[config.mk]
export PLATFORM = sky130hd
export DESIGN_NAME = regfile
export DESIGN_NICKNAME = d
export VERILOG_FILES = /design/src/rtl/regfile_pkg.sv /design/src/rtl/regfile_dffe_word.sv /design/src/rtl/regfile.sv
export SDC_FILE = /design/constraint.sdc
export NUM_CORES = 2
export LEC_CHECK = 0
export CAP_MARGIN = 20
export CORE_MARGIN = 3
export CORE_UTILIZATION = 33
export DETAILED_ROUTE_END_ITERATION = 7
export GPL_TIMING_DRIVEN = 0
export PLACE_DENSITY = 0.58
export SYNTH_ARGS = -nofsm -noshare
export SYNTH_HDL_FRONTEND = slang
export SYNTH_HIERARCHICAL = 1
export SYNTH_SLANG_ARGS = --single-unit
[constraint.sdc]
create_clock -name clk -period 4.7 [get_ports clk]
set_input_delay 0.94 -clock clk [delete_from_list [all_inputs] [get_ports clk]]
set_output_delay 0.94 -clock clk [all_outputs]
set_load 0.03 [all_outputs]
[src/rtl/regfile_pkg.sv]
// Shared processor constants for the datapath stages: default word/register-number
// widths and the hardwired-zero register number.
package regfile_pkg;

    localparam int DATA_W_DEF = 32;
    localparam int ADDR_W_DEF = 5;
    localparam int REG_ZERO   = 0;

endpackage

[src/rtl/regfile_dffe_word.sv]
// One DATA_W-bit storage word: loads d on the rising edge when en is high,
// cleared asynchronously by an active-low clrn.
module dffe_word
    import regfile_pkg::*;
#(
    parameter int DATA_W = DATA_W_DEF
) (
    input  logic              clk,
    input  logic              clrn,
    input  logic              en,
    input  logic [DATA_W-1:0] d,
    output logic [DATA_W-1:0] q
);

    always_ff @(posedge clk or negedge clrn) begin
        if (!clrn) begin
            q <= '0;
        end else if (en) begin
            q <= d;
        end
    end

endmodule

[src/rtl/regfile.sv]
// Two-read/one-write register file with hardwired-zero r0 and write-through
// bypass; storage words are dffe_word instances.
module regfile
    import regfile_pkg::*;
#(
    parameter int DATA_W = DATA_W_DEF,
    parameter int ADDR_W = ADDR_W_DEF
) (
    input  logic              clk,
    input  logic              clrn,
    input  logic              we,
    input  logic [ADDR_W-1:0] wn,
    input  logic [DATA_W-1:0] d,
    input  logic [ADDR_W-1:0] rna,
    input  logic [ADDR_W-1:0] rnb,
    output logic [DATA_W-1:0] qa,
    output logic [DATA_W-1:0] qb
);

    localparam int DEPTH = 2 ** ADDR_W;

    logic [DATA_W-1:0] regs [DEPTH];
    logic              wrActive;

    assign regs[0] = '0;

    // Each enable is gated by we AND its own address match, so a bad we
    // can only ever touch the addressed word.
    for (genvar i = 1; i < DEPTH; i++) begin : g_word
        logic en;
        assign en = we & (wn == ADDR_W'(i));

        dffe_word #(.DATA_W(DATA_W)) u_word (
            .clk (clk),
            .clrn(clrn),
            .en  (en),
            .d   (d),
            .q   (regs[i])
        );
    end

    assign wrActive = clrn && we && (wn != ADDR_W'(REG_ZERO));

    // Bypass and storage reads are both forced to zero while clrn is low.
    always_comb begin
        qa = '0;
        qb = '0;
        if (clrn) begin
            if (wrActive && (rna == wn)) begin
                qa = d;
            end else begin
                qa = regs[rna];
            end
            if (wrActive && (rnb == wn)) begin
                qb = d;
            end else begin
                qb = regs[rnb];
            end
        end
    end

endmodule

==> flow_summary.json <==
{
  "die_w_um": 429.6,
  "setup-tns-final_ns": -1.367,
  "grt_pass1_vias": 40510,
  "skew_ns": 0,
  "clkLatencyLatePin_ns": 0.75,
  "tritoncts": "built",
  "finalWirelength_um": 244100,
  "clock.fmax_mhz": 205.5,
  "dpl_cell_area_um2": 63510,
  "crit_required_ns": 3.76,
  "total_power_mw": 27.87,
  "crit_path_start_kind": "input port",
  "fin_crit_ns": 4.866,
  "final_net_count": 4222,
  "fin_area_um2": 68950,
  "synth.top_cell.area_share": 0.4193,
  "synth_area_um2": 59210,
  "arrival_ns": 3.93,
  "clkSinkCount": 992,
  "yosysSeqAreaShare": 0.4193,
  "placeableCoreArea_um2": 177300,
  "postSynthRegisterBits": 992,
  "power.switching_mw": 8.396,
  "power.share.clock": 0.327,
  "route.detailed.drc": 0,
  "postSynth.asyncResetShare": 1.000,
  "maximum_number_of_pins_on_one_net_before_global_route_repair": 150,
  "worstSetupPathType": "in -> out",
  "tritoncts_buffers": 112,
  "finalMaxSlewViolations": 0,
  "combinational_cell_fraction_of_total_power": 0.255,
  "floorplan.initialDensity": 0.3340,
  "initialDrtViolationCount": 4683,
  "syn-num-nets": 3967,
  "final_setup_violation_count": 29,
  "cap_viol_max_count": 0,
  "grt_first_pass_wirelength_um": 337400,
  "worstSetupEndpointType": "output port",
  "areaGrowthSynthToFinish_pct": 16.46,
  "clkTransAtPathRegs_ns": 0.05,
  "power.internal_mw": 19.48,
  "postSynthAreaPerCell_um2": 15.12,
  "drt-vias-per-instance": 6.016,
  "tightest_slew_ns": 1.023,
  "dr.pass1.iters": 5,
  "sw_frac_of_total": 0.3012,
  "design.die.area_um2": 184500,
  "timing.critical_path.slowest_cell_delay_ns": 0.52,
  "cellLeakagePower_nw": 29.55,
  "antenna_violating_nets_post_route": 0,
  "most-common-layout-cells": "sky130_fd_sc_hd__dfrtp_1 (992), sky130_fd_sc_hd__mux2_4 (930), sky130_fd_sc_hd__mux4_2 (301), sky130_fd_sc_hd__mux2i_1 (299), sky130_fd_sc_hd__mux2_2 (139)",
  "critical_path.cell_chain": "buf_4, buf_4, buf_6, buf_6, mux2i_1, a221oi_1, o211ai_1, nand3_2, clkdlybuf4s15_1",
  "routedWlPerCell_um": 36.94,
  "ys.flop_type": "sky130_fd_sc_hd__dfrtp_1",
  "synth_warnings": 6,
  "place.detailed.instances": 6386,
  "track_usage": 0.2592,
  "dr_total_vias": 39750,
  "netlist.top_cell.by_area": "sky130_fd_sc_hd__dfrtp_1",
  "gpl.final_weighted_congestion": 0.9995,
  "slew-limit-headroom": 0.3179,
  "setup.reg_to_reg.worst_slack_ns": 3.88,
  "violated_checks": "negative setup slack",
  "regToRegStartpoint": "g_word[8].u_word/q[9]$_DFFE_PN0P_",
  "min_path_type": "in -> async",
  "seqPwrFrac": 0.418,
  "worst_r2r_endpoint": "g_word[8].u_word/q[9]$_DFFE_PN0P_",
  "setup_ws_ns": -0.1664,
  "num_io_pins": 114,
  "outcome": "complete, but fails checks",
  "die_h_um": 429.6,
  "power_density_nw_per_um2": 404.2,
  "stdcell_count": 6608,
  "std_cell_rows": 154,
  "final.hold.worst_slack_ns": 0.1477,
  "most_common_cell_after_layout_fill_and_taps_aside": "sky130_fd_sc_hd__dfrtp_1",
  "critical_path.max_fanout": 10,
  "grt_overflow_total": 0,
  "max_reg_flops": 992,
  "cts_max_level": 3,
  "grt_antenna_before_repair": 7,
  "detailedPlacementHpwl_um": 170400,
  "top_post_synthesis_cells_by_area": "sky130_fd_sc_hd__dfrtp_1 (42%), sky130_fd_sc_hd__mux2_4 (24%), sky130_fd_sc_hd__mux4_2 (11%)",
  "cts-root-buf": "sky130_fd_sc_hd__clkbuf_16",
  "largestRegisters": "g_word.u_word/q (992)",
  "reg2regPathDepth": 1,
  "rsz0062_at_grt": "no",
  "max-vdd-ir-drop_uv": 282.2,
  "slowest_stage_cell_cp": "sky130_fd_sc_hd__o211ai_1",
  "timing.final.hold_violations": 0,
  "buffer_ports.inserted": 106,
  "final_critical_path_share_of_the_clock_period": 1.035,
  "post_route_cells_drive_above_1_share": 0.4993,
  "largest-register": "g_word.u_word/q",
  "number_of_flops_mapped_to_enable_cells_by_yosys": 0,
  "cts_max_path_buffers": 3,
  "post_synth_num_cell_types": 57,
  "syn_inst": 3917
}
## per-stage QoR
step	util	setup WS [ns]
6_report	0.3890	-0.1664
5_1_grt	0.3889	0.001263
4_1_cts	0.3883	-0.0009943
3_5_place_dp	0.3582	-2.144
3_3_place_gp	0.3565	-44.55
2_1_floorplan	-	0.8910
## final cells by class
cell class | instances | area (um^2)
flip-flops and latches | 992 | 24820
inverters | 6 | 26.28
plain buffers | 356 | 4019
diodes | 4 | 10.01
clock buffers | 180 | 3541
well taps | 2340 | 2928
fillers | 16560 | 108300
multi-input cells | 2560 | 31720
clock inverters | 26 | 239.0
repair buffers | 144 | 1647
## cells by family after synthesis
group	share of synthesized area
flip-flops	0.4193
XOR/XNOR	0.001479
buffers and inverters	0.06101
AND/OR/NAND/NOR	0.02792
multiplexers	0.4275
AO/OA/AOI/OAI	0.06281
## worst max path at each step
stage                 from                                  end  slack [ns]  cells after the start
finish              rna[1]                               qa[21]       -0.17                      9
global route        rnb[4]                                qb[3]       0.001                      9
floorplan           rnb[0]                               qb[30]        0.89                      8
global placement      clrn  g_word[30].u_word/q[14]$_DFFE_PN0P_      -44.55                      1
detailed placement  rna[4]                               qa[13]       -2.14                      9
CTS                 rna[1]                               qa[21]      -0.001                     10
## power groups by stage
stage               combinational, mW  sequential [mW]  clock (mW)
global route                     7.38             11.8        9.57
detailed placement               6.78             11.7           0
CTS                              6.98             11.6        9.22
finish                           7.11             11.6        9.13
global placement                 6.67             11.7           0
floorplan                        4.87             11.2           0
## timing repair
| item | 4_1_cts | 5_1_grt |
|---|---|---|
| buffers inserted | 10 | 0 |
| gates resized for setup | 489 | 26 |
| pin swaps | 10 | 1 |
| hold buffers | 0 | 0 |
| gates cloned | 4 | 1 |
| setup endpoints to repair | 64 | 38 |
## cells in the mapped netlist, types with 40 or more instances
library cell and instances:
sky130_fd_sc_hd__a21oi_1 52, sky130_fd_sc_hd__buf_12 95, sky130_fd_sc_hd__o21ai_0 56, sky130_fd_sc_hd__o22ai_1 65, sky130_fd_sc_hd__nor2_1 105, sky130_fd_sc_hd__a31oi_1 57
sky130_fd_sc_hd__mux2_4 930, sky130_fd_sc_hd__mux4_2 301, sky130_fd_sc_hd__buf_6 63, sky130_fd_sc_hd__nand3_1 54, sky130_fd_sc_hd__buf_2 80, sky130_fd_sc_hd__clkbuf_1 77
sky130_fd_sc_hd__nand2_1 102, sky130_fd_sc_hd__a22oi_1 97, sky130_fd_sc_hd__dfrtp_1 992, sky130_fd_sc_hd__mux2i_1 300, sky130_fd_sc_hd__mux2_2 139, sky130_fd_sc_hd__a221oi_1 40
## metal layers
layer | share of wire | up-vias | track usage
met5 | 0.000094 | - | 0
met3 | 0.089 | 591 | 0.07183
met4 | 0.072 | 4 | 0.1539
met1 | 0.40 | 21380 | 0.3367
li1 | - | 15610 | -
met2 | 0.43 | 2166 | 0.3856
## critical path: cells and delay by family
kind,cells,cell delay (ns)
buffers and inverters,5,1.58
AOI/OAI and AO/OA,2,0.68
muxes,1,0.42
and+or+nand+nor,1,0.25
Power figures use the tool's default switching activity.
